### src/rtl/control_pkg.sv
// Shared types and instruction-field positions for the control sequencer.
package control_pkg;

  // Sequencer states: IDLE waits for fetch, EXEC is the first (or only)
  // instruction cycle, MEM is the second cycle of memory/jump instructions.
  typedef enum logic [1:0] {
    IDLE = 2'd0,
    EXEC = 2'd1,
    MEM  = 2'd2
  } state_t;

  localparam int IR_W     = 8;  // instruction register width
  localparam int LONG_BIT = 7;  // set: two-cycle (memory/jump) instruction

endpackage

### src/rtl/control_decode.sv
// Combinational strobe decode: ir + cycle phase + carry -> datapath strobes.
// All outputs are forced to zero when en is low.
module control_decode
  import control_pkg::*;
#(
  parameter int SIG_SEL_W = 3,
  parameter int RS_W      = 2,
  parameter int ALU_W     = 4
) (
  input  logic [IR_W-1:0]         ir,
  input  logic                    cycle,
  input  logic                    carry,
  input  logic                    en,
  output logic                    M,
  output logic                    S,
  output logic                    J,
  output logic                    LJ,
  output logic                    CLI,
  output logic                    LJR,
  output logic                    MW,
  output logic                    MC,
  output logic                    RD,
  output logic                    WR,
  output logic                    Y,
  output logic                    WA,
  output logic                    ISP,
  output logic                    WC,
  output logic [RS_W-1:0]         RS,
  output logic [ALU_W-1:0]        ALU,
  output logic [2**SIG_SEL_W-1:0] SIG
);

  logic i7, i6, i5, i4, i3, i2, i1;
  logic m_raw, lj_raw, a_raw, isp_raw, low_grp, sig_grp;

  assign i7 = ir[7];
  assign i6 = ir[6];
  assign i5 = ir[5];
  assign i4 = ir[4];
  assign i3 = ir[3];
  assign i2 = ir[2];
  assign i1 = ir[1];

  // Shared product terms reused by several strobes.
  assign m_raw   = i7 & ~i6 & cycle;
  assign lj_raw  = ~i7 & ~i6 & ~i5 & i4 & ~i3;
  assign a_raw   = (i6 & ~i7) | (cycle & i6 & ~i5);
  assign isp_raw = ~i7 & ~i6 & i5;
  assign low_grp = ~i7 & ~i6 & ~i5 & ~i4;
  assign sig_grp = ~i7 & ~i6 & ~i5 & i4 & i3;

  // Gated strobe decode.
  always_comb begin
    // NOTE: every output gets a default before any branch so no path leaves
    // a value unassigned, which would otherwise infer a latch.
    M   = 1'b0;
    S   = 1'b0;
    J   = 1'b0;
    LJ  = 1'b0;
    CLI = 1'b0;
    LJR = 1'b0;
    MW  = 1'b0;
    MC  = 1'b0;
    RD  = 1'b0;
    WR  = 1'b0;
    Y   = 1'b0;
    WA  = 1'b0;
    ISP = 1'b0;
    WC  = 1'b0;
    RS  = '0;
    ALU = '0;
    SIG = '0;
    if (en) begin
      M   = m_raw;
      S   = i4;
      J   = i7 & i6 & i5 & cycle & ~(carry & i4);
      LJ  = lj_raw;
      CLI = lj_raw & i1;
      LJR = lj_raw & i2;
      MW  = m_raw & i5;
      MC  = i7 & ~cycle;
      RD  = low_grp & i2;
      WR  = low_grp & i3;
      Y   = i5;
      RS  = ir[RS_W-1:0];
      ISP = isp_raw;
      WA  = (m_raw & ~i5) | (a_raw & ~(i4 & ~i3));
      WC  = (a_raw | isp_raw) & i4;
      if (i6) ALU = ir[ALU_W-1:0];
      else    ALU[ALU_W-1] = ~i7;
      SIG[ir[SIG_SEL_W-1:0]] = sig_grp;
    end
  end

endmodule

### src/rtl/control_seq.sv
// Control sequencer: instruction register, IDLE/EXEC/MEM state machine with
// bounded memory wait-states and a sticky timeout fault.
// Optional interrupt vectoring enabled by defining CONTROL_IRQ_EN.
module control_seq
  import control_pkg::*;
#(
  parameter int SIG_SEL_W = 3,
  parameter int RS_W      = 2,
  parameter int ALU_W     = 4,
  parameter int TIMEOUT   = 15
) (
  input  logic                    clk,
  input  logic                    rst,
  input  logic [7:0]              inst,
  input  logic                    inst_valid,
  output logic                    inst_ack,
  input  logic                    carry,
  input  logic                    mem_ready,
  input  logic                    irq,
  output logic                    cycle,
  output logic                    M,
  output logic                    S,
  output logic                    J,
  output logic                    LJ,
  output logic                    CLI,
  output logic                    LJR,
  output logic                    MW,
  output logic                    MC,
  output logic                    RD,
  output logic                    WR,
  output logic                    Y,
  output logic                    WA,
  output logic                    ISP,
  output logic                    WC,
  output logic [RS_W-1:0]         RS,
  output logic [ALU_W-1:0]        ALU,
  output logic [2**SIG_SEL_W-1:0] SIG,
  output logic                    fault,
  output logic                    irq_take
);

  localparam int CNT_W = $clog2(TIMEOUT + 1);

  state_t            state, state_nxt;
  logic [IR_W-1:0]   ir;
  logic [CNT_W-1:0]  wait_cnt;
  logic              fault_q;
  logic              accept_pt, ack_raw, take, load_ir;
  logic              cnt_clr, cnt_inc, set_fault;
  logic              irq_pend, in_mem, active;

  assign in_mem = (state == MEM);
  assign active = (state != IDLE) & ~rst;

  // Outputs are held at zero while reset is asserted.
  assign inst_ack = ack_raw & ~rst;
  assign irq_take = take & ~rst;
  assign cycle    = in_mem & ~rst;
  assign fault    = fault_q & ~rst;

  control_decode #(
    .SIG_SEL_W(SIG_SEL_W),
    .RS_W     (RS_W),
    .ALU_W    (ALU_W)
  ) u_decode (
    .ir   (ir),
    .cycle(in_mem),
    .carry(carry),
    .en   (active),
    .M    (M),
    .S    (S),
    .J    (J),
    .LJ   (LJ),
    .CLI  (CLI),
    .LJR  (LJR),
    .MW   (MW),
    .MC   (MC),
    .RD   (RD),
    .WR   (WR),
    .Y    (Y),
    .WA   (WA),
    .ISP  (ISP),
    .WC   (WC),
    .RS   (RS),
    .ALU  (ALU),
    .SIG  (SIG)
  );

`ifdef CONTROL_IRQ_EN
  logic ie;

  assign irq_pend = irq & ie;

  // Interrupt-enable flag: cleared on vectoring or CLI, set by LJR.
  always_ff @(posedge clk) begin
    if (rst)      ie <= 1'b1;
    else if (take) ie <= 1'b0;
    else if (LJR)  ie <= 1'b1;
    else if (CLI)  ie <= 1'b0;
  end
`else
  logic unused_irq;

  assign unused_irq = irq;
  assign irq_pend   = 1'b0;
`endif

  // Next-state logic: acceptance points, MEM wait handling and timeout.
  always_comb begin
    state_nxt = state;
    accept_pt = 1'b0;
    ack_raw   = 1'b0;
    take      = 1'b0;
    load_ir   = 1'b0;
    cnt_clr   = 1'b0;
    cnt_inc   = 1'b0;
    set_fault = 1'b0;
    case (state)
      IDLE: accept_pt = 1'b1;
      EXEC: begin
        if (ir[LONG_BIT]) state_nxt = MEM;
        else              accept_pt = 1'b1;
      end
      MEM: begin
        // A ready on the timeout cycle still completes the access.
        if (mem_ready) begin
          accept_pt = 1'b1;
          cnt_clr   = 1'b1;
        end else if (wait_cnt == CNT_W'(TIMEOUT)) begin
          set_fault = 1'b1;
          cnt_clr   = 1'b1;
          state_nxt = IDLE;
        end else begin
          cnt_inc = 1'b1;
        end
      end
      default: state_nxt = IDLE;
    endcase
    if (accept_pt) begin
      if (irq_pend) begin
        take      = 1'b1;
        state_nxt = IDLE;
      end else begin
        ack_raw = 1'b1;
        if (inst_valid) begin
          load_ir   = 1'b1;
          state_nxt = EXEC;
        end else begin
          state_nxt = IDLE;
        end
      end
    end
  end

  // State, instruction register, wait counter and sticky fault.
  always_ff @(posedge clk) begin
    // NOTE: sequential state uses non-blocking assignments so every register
    // samples the values from before this edge, independent of statement order.
    if (rst) begin
      state    <= IDLE;
      ir       <= '0;
      wait_cnt <= '0;
      fault_q  <= 1'b0;
    end else begin
      state <= state_nxt;
      if (load_ir)      ir       <= inst;
      if (cnt_clr)      wait_cnt <= '0;
      else if (cnt_inc) wait_cnt <= wait_cnt + 1'b1;
      if (set_fault)    fault_q  <= 1'b1;
    end
  end

endmodule

### config.mk
export PLATFORM = sky130hd
export DESIGN_NAME = control_seq
export DESIGN_NICKNAME = d
export VERILOG_FILES = /design/src/rtl/control_pkg.sv /design/src/rtl/control_decode.sv /design/src/rtl/control_seq.sv
export SDC_FILE = /design/constraint.sdc
export NUM_CORES = 1
export LEC_CHECK = 0
export BUFFER_PORTS_ARGS = -buffer_cell sky130_fd_sc_hd__buf_2
export CAP_MARGIN = 20
export CORE_ASPECT_RATIO = 0.9
export CORE_UTILIZATION = 40
export DETAILED_ROUTE_END_ITERATION = 6
export GPL_TIMING_DRIVEN = 0
export HOLD_SLACK_MARGIN = 0.15
export PLACE_DENSITY_LB_ADDON = 0.25
export SLEW_MARGIN = 5
export SYNTH_ARGS = -nofsm -noshare
export SYNTH_HDL_FRONTEND = slang
export SYNTH_HIERARCHICAL = 1
export SYNTH_SLANG_ARGS = --single-unit
export TNS_END_PERCENT = 100
### constraint.sdc
create_clock -name clk -period 2.77 [get_ports clk]
set_input_delay 0.4155 -clock clk [delete_from_list [all_inputs] [get_ports clk]]
set_output_delay 0.4155 -clock clk [all_outputs]
set_load 0.05 [all_outputs]
==> results.yml, run 1 <==
run_status:
  status: "finished, final reports clean"
detailed_routing:
  wl_per_cell_um: 11.7
  wirelength_um: 2370
  drt_iter0_drc: 9
  ant_nets: 0
  firstDrtPassIters: 4
  avgViaCountPerCell: 5.17
  num_vias: 1044
  drc: 0
power_and_ir_drop:
  power.switching_uw: 144
  seqPwrFrac_pct: 52.4
  p_per_area_nw_per_um2: 351
  p_int_uw: 315
  switching_share_pct: 31.3
  p_comb_share_pct: 19.7
  power_leakage_uw: 0.000592
  vdd_drop_max_mv: 0.251
  p_clk_share_pct: 27.9
cts:
  clk_latency_ns: 0.29
  cts.clk_slew.worst_paths_ns: 0.09
  cts_tree: "yes"
  post_cts_buffers: 0
  cts_buffer_depth: 2
  cts_resized: 0
  cts-root-buf: "clkbuf_4"
  h-tree-depth: 1
  cts-buffers-inserted: 3
  cts_sinks: 15
  cts_hold_buf: 0
logic_synthesis:
  synth-seq-cells: 15
  syn_inst: 129
  yosys.area.top_type: "dfxtp_1"
  synth_area_leaders: "dfxtp_1, nand2b_1, mux2i_1"
  ys_async_sr_fraction_pct: 0
  netlist_area_um2: 1020
  synth_top_area_share_pct: 29.5
  synth-edff-count: 0
  synth_cell_type_count: 36
  yosys_warnings: 6
  syn_avg_cell_area_um2: 7.89
  yosysSeqAreaShare_pct: 29.5
  synth_nets: 144
  synth_flop_cell: "dfxtp_1"
sta:
  min_period_ns: 2.61
  finalHoldViolations: 0
  finalMaxSlewViolations: 0
  setup_viol: 0
  fmax_mhz: 382
  hold_ws_ns: 0.373
  tns_ns: 0
  clock_skew_ns: 0.000817
  fin_crit_sh_pct: 94.4
grt:
  grt_antenna_before_repair: 0
  grt_overflow: 0
  first_global_vias: 859
  grt.total_usage_pct: 19.0
  grt_pass1_wl_um: 3800
  grt_max_degree: 12
layout:
  nets: 191
  final_util_pct: 57.3
  antenna_cells: 0
  fillers: 219
  drive_gt1_share_pct: 32.0
  syn_to_final_growth_pct: 28.5
critical_path:
  worstPathMaxFanout: 10
  cp-end-kind: "output pin"
  critical_path.most_common_cell: "clkbuf_1"
  critPathLaunchType: "input pin"
  cp_slowest_cell: "or4b_4"
  path_cells: "clkbuf_1 > clkbuf_1 > nor2_1 > or4b_4 > buf_6 > nor3_1 > buf_2"
  crit_required_ns: 2.35
  worst-path-buf-inv: 4
  path_class: "input pin to output pin"
  max_stage_delay_ns: 0.51
  cp_top_family: "simple AND/OR/NAND/NOR gates"
  cp.depth: 7
  reg2reg_depth: 4
  worstPathArrival_ns: 2.20
floorplanning:
  core_area_um2: 2280
  dieArea_um2: 2750
  die_x_um: 55.2
  io_pins: 46
  die_y_um: 49.8
  start_util_pct: 44.6
  row_count: 16
hold_path:
  holdCritPathClass: "input pin to flip-flop"
  holdPathStages: 3
placement:
  port_buffers: 42
  gp_congestion: 0.818
  place_hpwl_um: 1790
flow_run:
  maxCapViolations: 0
[power by group through the flow]
| stage | Combinational, uW | Clock [uW] | Sequential (uW) |
|---|---|---|---|
| 2_1_floorplan | 69.9 | 0 | 241 |
| 3_3_place_gp | 88.1 | 0 | 244 |
| 3_5_place_dp | 90.6 | 0 | 245 |
| 4_1_cts | 90.8 | 129 | 240 |
| 5_1_grt | 99.2 | 142 | 243 |
| 6_report | 90.3 | 128 | 241 |
[cells in the mapped netlist (2+ instances only)]
cell      instances
nand2b_1         19
nor2_1           16
dfxtp_1          15
nor3_1           11
mux2i_1           8
nand2_1           6
a21oi_1           5
clkbuf_1          5
and2_1            4
inv_1             4
nand3_1           3
nand3b_1          3
nand4b_1          3
and3b_1           2
buf_6             2
nor3b_1           2
o21a_1            2
[layout make-up]
class	count	area (um^2)	share of cell area (%)
multi-input cells	102	669	51.2
flip-flops and latches	15	300	23.0
repair buffers	42	213	16.3
plain buffers	8	48.8	3.73
well taps	27	33.8	2.58
clock buffers	3	22.5	1.72
inverters	4	15.0	1.15
clock inverters	1	5.00	0.383
[cells in the final DEF (no fill, tap or decap), types with 5 or more instances in the layout]
cell | synthesis | routed
buf_2 | 0 | 41
a21oi_1 | 5 | 5
nand2b_1 | 19 | 19
nor3_1 | 11 | 11
clkbuf_1 | 5 | 5
nor2_1 | 16 | 16
dfxtp_1 | 15 | 15
nand2_1 | 6 | 6
mux2i_1 | 8 | 8
[registers in the layout, indices dropped and copies added (netlist names)]
signal,flops
fault_q,1
state,2
ir,8
wait_cnt,4
[path summary, 6_finish.rpt]
| check | slack [ns] | endpoint | startpoint |
|---|---|---|---|
| min reg2reg | 0.48 | fault_q$_SDFFE_PP0P_ | fault_q$_SDFFE_PP0P_ |
| max | 0.16 | SIG[3] | rst |
| min | 0.37 | ir[7]$_SDFFE_PP0P_ | inst[7] |
| max reg2reg | 1.42 | state[0]$_SDFFE_PP0P_ | ir[7]$_SDFFE_PP0P_ |
[kinds of logic (layout without fill, tap and decap cells)]
family	after synthesis	count (layout)	synth area share [%]
simple gates	78	78	45.6
fa+ha+maj	1	1	1.23
flops	15	15	29.5
buf+inv	12	58	6.27
mux	8	8	7.87
compound gates	14	14	9.10
other cells	1	1	0.369
[metal layers]
layer  wire (um)  GRT usage, %  vias to the layer above
li1            -             -                      547
met1        1150          25.4                      458
met2        1040          29.5                       34
met5           0             0                        -
met3         137          4.94                        5
met4          36          5.00                        0
[worst min-delay path, stage by stage]
cell,delay (ns)
buf_2,0.09
nand2b_1,0.05
mux2i_1,0.06
[stage by stage]
stage / total power (uW) / setup slack [ns] / cells / cell area, um^2
2_1_floorplan: 311 / -0.236 / 129 / 1030
3_3_place_gp: 333 / 0.249 / 198 / 1280
3_5_place_dp: 336 / 0.190 / 198 / 1280
4_1_cts: 460 / 0.174 / 202 / 1310
5_1_grt: 484 / -0.00543 / 202 / 1310
6_report: 459 / 0.155 / 202 / 1310
No activity file was read; power rests on OpenSTA's default activity.
==> run 2: changes to the inputs <==
==> constraint.sdc (replaced) <==
create_clock -name clk -period 3.18 [get_ports clk]
set_input_delay 0.477 -clock clk [delete_from_list [all_inputs] [get_ports clk]]
set_output_delay 0.477 -clock clk [all_outputs]
set_load 0.05 [all_outputs]
==> run 2 against run 1 <==
Critical path depth stayed put; flip-flop and latch count stayed put; sequential power is 13% lower; critical path type unchanged; sequential share of layout area is 0.24 points higher.
==> results.yml, run 2 (same netlist as run 1, synthesis figures left out) <==
hold_path:
  holdPathEnd: "ir[7]$_SDFFE_PP0P_"
  holdCritPathClass: "input pin to flip-flop"
  holdPathStages: 3
  min-delay-start: "inst[7]"
placement:
  gp_congestion: 0.814
  place_hpwl_um: 1810
  port_buffers: 42
  place_inst: 198
cts:
  cts-buffers-inserted: 3
  cts_buffer_depth: 2
  h-tree-depth: 1
  cts_resized: 0
  cts-root-buf: "clkbuf_4"
  clk_latency_ns: 0.27
  cts_tree: "yes"
  cts_sinks: 15
  cts_hold_buf: 0
  cts.clk_slew.worst_paths_ns: 0.09
  post_cts_buffers: 0
detailed_routing:
  wirelength_um: 2350
  ant_nets: 0
  drc: 0
  num_vias: 1054
  wl_per_cell_um: 11.6
  avgViaCountPerCell: 5.22
  drt_iter0_drc: 22
  firstDrtPassIters: 4
floorplanning:
  die_x_um: 55.2
  core_area_um2: 2280
  io_pins: 46
  dieArea_um2: 2750
  row_count: 16
  start_util_pct: 44.6
  die_y_um: 49.8
critical_path:
  max_stage_delay_ns: 0.51
  worst-path-buf-inv: 4
  cp_top_family: "simple AND/OR/NAND/NOR gates"
  worstPathMaxFanout: 10
  critical_path.most_common_cell: "clkbuf_1"
  r2r_end: "ir[0]$_SDFFE_PP0P_"
  cp_slowest_cell: "or4b_4"
  path_class: "input pin to output pin"
  worstPathArrival_ns: 2.19
  ff2ff_setup_slack_ns: 1.86
  path_cells: "clkbuf_1 > clkbuf_1 > nor2_1 > or4b_4 > buf_6 > nor3_1 > buf_2"
  critPathLaunchType: "input pin"
  reg2reg_depth: 4
  crit_required_ns: 2.70
  rr_startpoint: "ir[7]$_SDFFE_PP0P_"
  cp-end-kind: "output pin"
sta:
  min_period_ns: 2.67
  finalHoldViolations: 0
  finalMaxSlewViolations: 0
  fmax_mhz: 375
  clock_skew_ns: 0.00255
  rsz0062_at_grt: "no"
  tns_ns: 0
  setup_viol: 0
  fin_crit_sh_pct: 83.9
  hold_ws_ns: 0.453
layout:
  drive_gt1_share_pct: 30.3
  final_cells: 202
  syn_to_final_growth_pct: 27.2
  layout_commonest_cell: "buf_2"
  nets: 191
  antenna_cells: 0
  regMostFlops: "ir"
  most-common-layout-cells: "buf_2, nand2b_1, nor2_1"
  largest_register_ffs: 8
  largest_registers: "ir: 8 flops, wait_cnt: 4 flops, state: 2 flops"
grt:
  grt_antenna_before_repair: 0
  first_global_vias: 866
  grt.total_usage_pct: 18.8
  grt_overflow: 0
  grt_pass1_wl_um: 3840
  grt_max_degree: 12
power_and_ir_drop:
  vdd_drop_max_mv: 0.233
  power_uw: 394
  power_leakage_uw: 0.000589
  p_per_area_nw_per_um2: 305
flow_run:
  maxCapViolations: 0
run_status:
  status: "finished, final reports clean"
run 2: layout make-up:
class,instances,area (um^2)
tap,27,33.8
multi-input combinational,102,659
sequential,15,300
buffer,8,48.8
fill,220,988
inverter,4,15.0
clock buffer,4,26.3
timing repair buffer,42,210
run 2: how the worst max path moves through the flow:
stage,startpoint,endpoint,slack (ns),cells past startpoint
finish,rst,SIG[6],0.51,7
global route,rst,SIG[0],0.33,7
CTS,rst,SIG[7],0.49,7
detailed placement,rst,SIG[7],0.50,7
global placement,rst,SIG[1],0.54,7
floorplan,rst,SIG[0],0.05,6
run 2: routing by layer:
metal	global-route usage, %	part of all wire, %	routed length (um)
met5	0	0	0
met3	3.70	6.1	142
met1	26.7	49	1150
met4	3.75	0.30	7
met2	28.9	45	1050
run 2: stage by stage:
stage	util (%)	setup WS, ns	instance area [um^2]
CTS	56.7	0.493	1290
finish	56.7	0.513	1290
global route	56.7	0.334	1290
global placement	55.5	0.536	1270
detailed placement	55.5	0.496	1270
floorplan	-	0.0508	1020
run 2: worst reg2reg max path, stage by stage (launching register included):
cell and delay, ns:
dfxtp_1 0.56, a21oi_1 0.14, o21a_1 0.21, buf_6 0.15
mux2i_1 0.18
run 2: power breakdown:
part | internal, uW | switching [uW] | leakage, uW
logic | 31.7 | 46.9 | 0.000451
registers | 196 | 13.7 | 0.000123
clock network | 48.6 | 57.7 | 0.0000150
==> run 3: changes to the inputs <==
==> constraint.sdc (replaced) <==
create_clock -name clk -period 2.16 [get_ports clk]
set_input_delay 0.324 -clock clk [delete_from_list [all_inputs] [get_ports clk]]
set_output_delay 0.324 -clock clk [all_outputs]
set_load 0.05 [all_outputs]
==> run 3 against run 2 <==
The flow now finishes with violations (setup timing); cell count is 1.5% higher; register-to-register slack lost 0.97 ns; via count grew 1.8%; hold slack got worse by 0.18 ns; sequential power grew 48%; design area rose by 23%; critical path depth is 1 lower; core utilization up 13 points; power increased by 57%.
==> results.yml, run 3 (same netlist as run 1, synthesis figures left out) <==
sta:
  clock_skew_ns: 0.00414
  setup_slack_ns: -0.0227
  fmax_mhz: 458
  finalHoldViolations: 0
  worst_slew_pin_slew_ns: 0.513
  setup_viol: 5
  relSlewSlack_pct: 65.8
  rsz0062_at_grt: "yes"
  min_period_ns: 2.18
  finalMaxSlewViolations: 0
  fin_crit_sh_pct: 101
cts:
  clk_latency_ns: 0.29
  cts_sinks: 15
  cts-root-buf: "clkbuf_4"
  cts_buffer_depth: 2
  cts.clk_slew.worst_paths_ns: 0.09
  h-tree-depth: 1
  cts_tree: "yes"
  cts-buffers-inserted: 3
layout:
  largest_registers: "ir: 8 flops, wait_cnt: 4 flops, state: 2 flops"
  regMostFlops: "ir"
  antenna_cells: 0
  nets: 194
  largest_register_ffs: 8
  drive_gt1_share_pct: 44.4
  syn_to_final_growth_pct: 56.6
  layout_commonest_cell: "buf_2"
  most-common-layout-cells: "buf_2, nand2b_1, nor2_1"
floorplanning:
  row_count: 16
  die_x_um: 55.2
  die_y_um: 49.8
  core_area_um2: 2280
  start_util_pct: 44.6
  dieArea_um2: 2750
  io_pins: 46
detailed_routing:
  avgViaCountPerCell: 5.23
  firstDrtPassIters: 4
  drt_iter0_drc: 17
  drc: 0
  wl_per_cell_um: 12.8
  wirelength_um: 2620
  num_vias: 1073
  ant_nets: 0
critical_path:
  worstPathArrival_ns: 1.86
  crit_required_ns: 1.84
  critPathLaunchType: "flip-flop"
  worstPathMaxFanout: 5
  path_class: "flip-flop to output pin"
  cp-end-kind: "output pin"
run_status:
  violations: "setup timing"
  status: "complete, but fails checks"
power_and_ir_drop:
  power_uw: 617
  vdd_drop_max_mv: 0.334
  switching_share_pct: 32.9
  power_leakage_uw: 0.000709
  power.switching_uw: 203
  p_int_uw: 414
  p_comb_share_pct: 23.3
  p_per_area_nw_per_um2: 387
  seqPwrFrac_pct: 50.3
  p_clk_share_pct: 26.4
grt:
  grt_max_degree: 12
  grt_pass1_wl_um: 3740
  grt.total_usage_pct: 18.5
  grt_overflow: 0
  first_global_vias: 847
  grt_antenna_before_repair: 0
placement:
  gp_congestion: 0.757
  place_ws_ns: -0.0355
  port_buffers: 42
  place_hpwl_um: 1850
hold_path:
  holdCritPathClass: "input pin to flip-flop"
flow_run:
  maxCapViolations: 0
## run 3: repair_timing
item,4_1_cts,5_1_grt
gates cloned,0,1
setup buffers,0,2
resized for setup,26,8
hold buffers,0,0
endpoints found under the setup margin,16,17
## run 3: worst max-delay path, stage by stage, from the launching register on
cell and delay [ns]:
dfxtp_4 0.37, nor2_1 0.04, nor2_1 0.09, or4b_4 0.55, clkbuf_16 0.20, nor3_4 0.12
buf_6 0.18
## run 3: metal layers
| layer | track usage (%) | vias up | wire length [um] |
|---|---|---|---|
| li1 | - | 548 | - |
| met1 | 25.1 | 476 | 1160 |
| met2 | 29.3 | 44 | 1270 |
| met3 | 2.78 | 5 | 159 |
| met4 | 6.25 | 0 | 33 |
| met5 | 0 | - | 0 |
## run 3: final cells by class
type / instances / area (um^2)
Clock inverter: 1 / 5.00
Tap cell: 27 / 33.8
Inverter: 4 / 15.0
Timing Repair Buffer: 45 / 328
Fill cell: 194 / 689
Clock buffer: 3 / 22.5
Buffer: 8 / 70.1
Multi-Input combinational cell: 102 / 810
Sequential cell: 15 / 309
## run 3: final timing paths
| check | depth (start not counted) | start | slack, ns | endpoint |
|---|---|---|---|---|
| setup / recovery | 6 | state[0]$_SDFFE_PP0P_ | -0.02 | SIG[5] |
| hold / removal | 3 | inst[7] | 0.27 | ir[7]$_SDFFE_PP0P_ |
| setup reg to reg | 5 | state[0]$_SDFFE_PP0P_ | 0.89 | state[0]$_SDFFE_PP0P_ |
| hold reg to reg | 2 | wait_cnt[0]$_SDFFE_PP0P_ | 0.48 | wait_cnt[0]$_SDFFE_PP0P_ |
## run 3: through the flow
stage | instance area, um^2 | hold slack [ns] | utilization [%] | std cells | setup TNS [ns]
after floorplan | 1190 | 0.432 | - | 129 | -0.231
after global placement | 1440 | 0.454 | 63.0 | 198 | -0.0171
after detailed placement | 1440 | 0.468 | 63.0 | 198 | -0.212
after CTS | 1540 | 0.268 | 67.4 | 202 | -0.121
after global routing | 1590 | 0.273 | 69.8 | 205 | -1.15
final | 1590 | 0.274 | 69.8 | 205 | -0.0376
## run 3: power groups by stage
stage / sequential, uW / combinational, uW / clock (uW)
floorplan: 312 / 107 / 0
global placement: 317 / 131 / 0
detailed placement: 318 / 134 / 0
CTS: 310 / 136 / 171
global route: 313 / 154 / 180
finish: 310 / 144 / 163
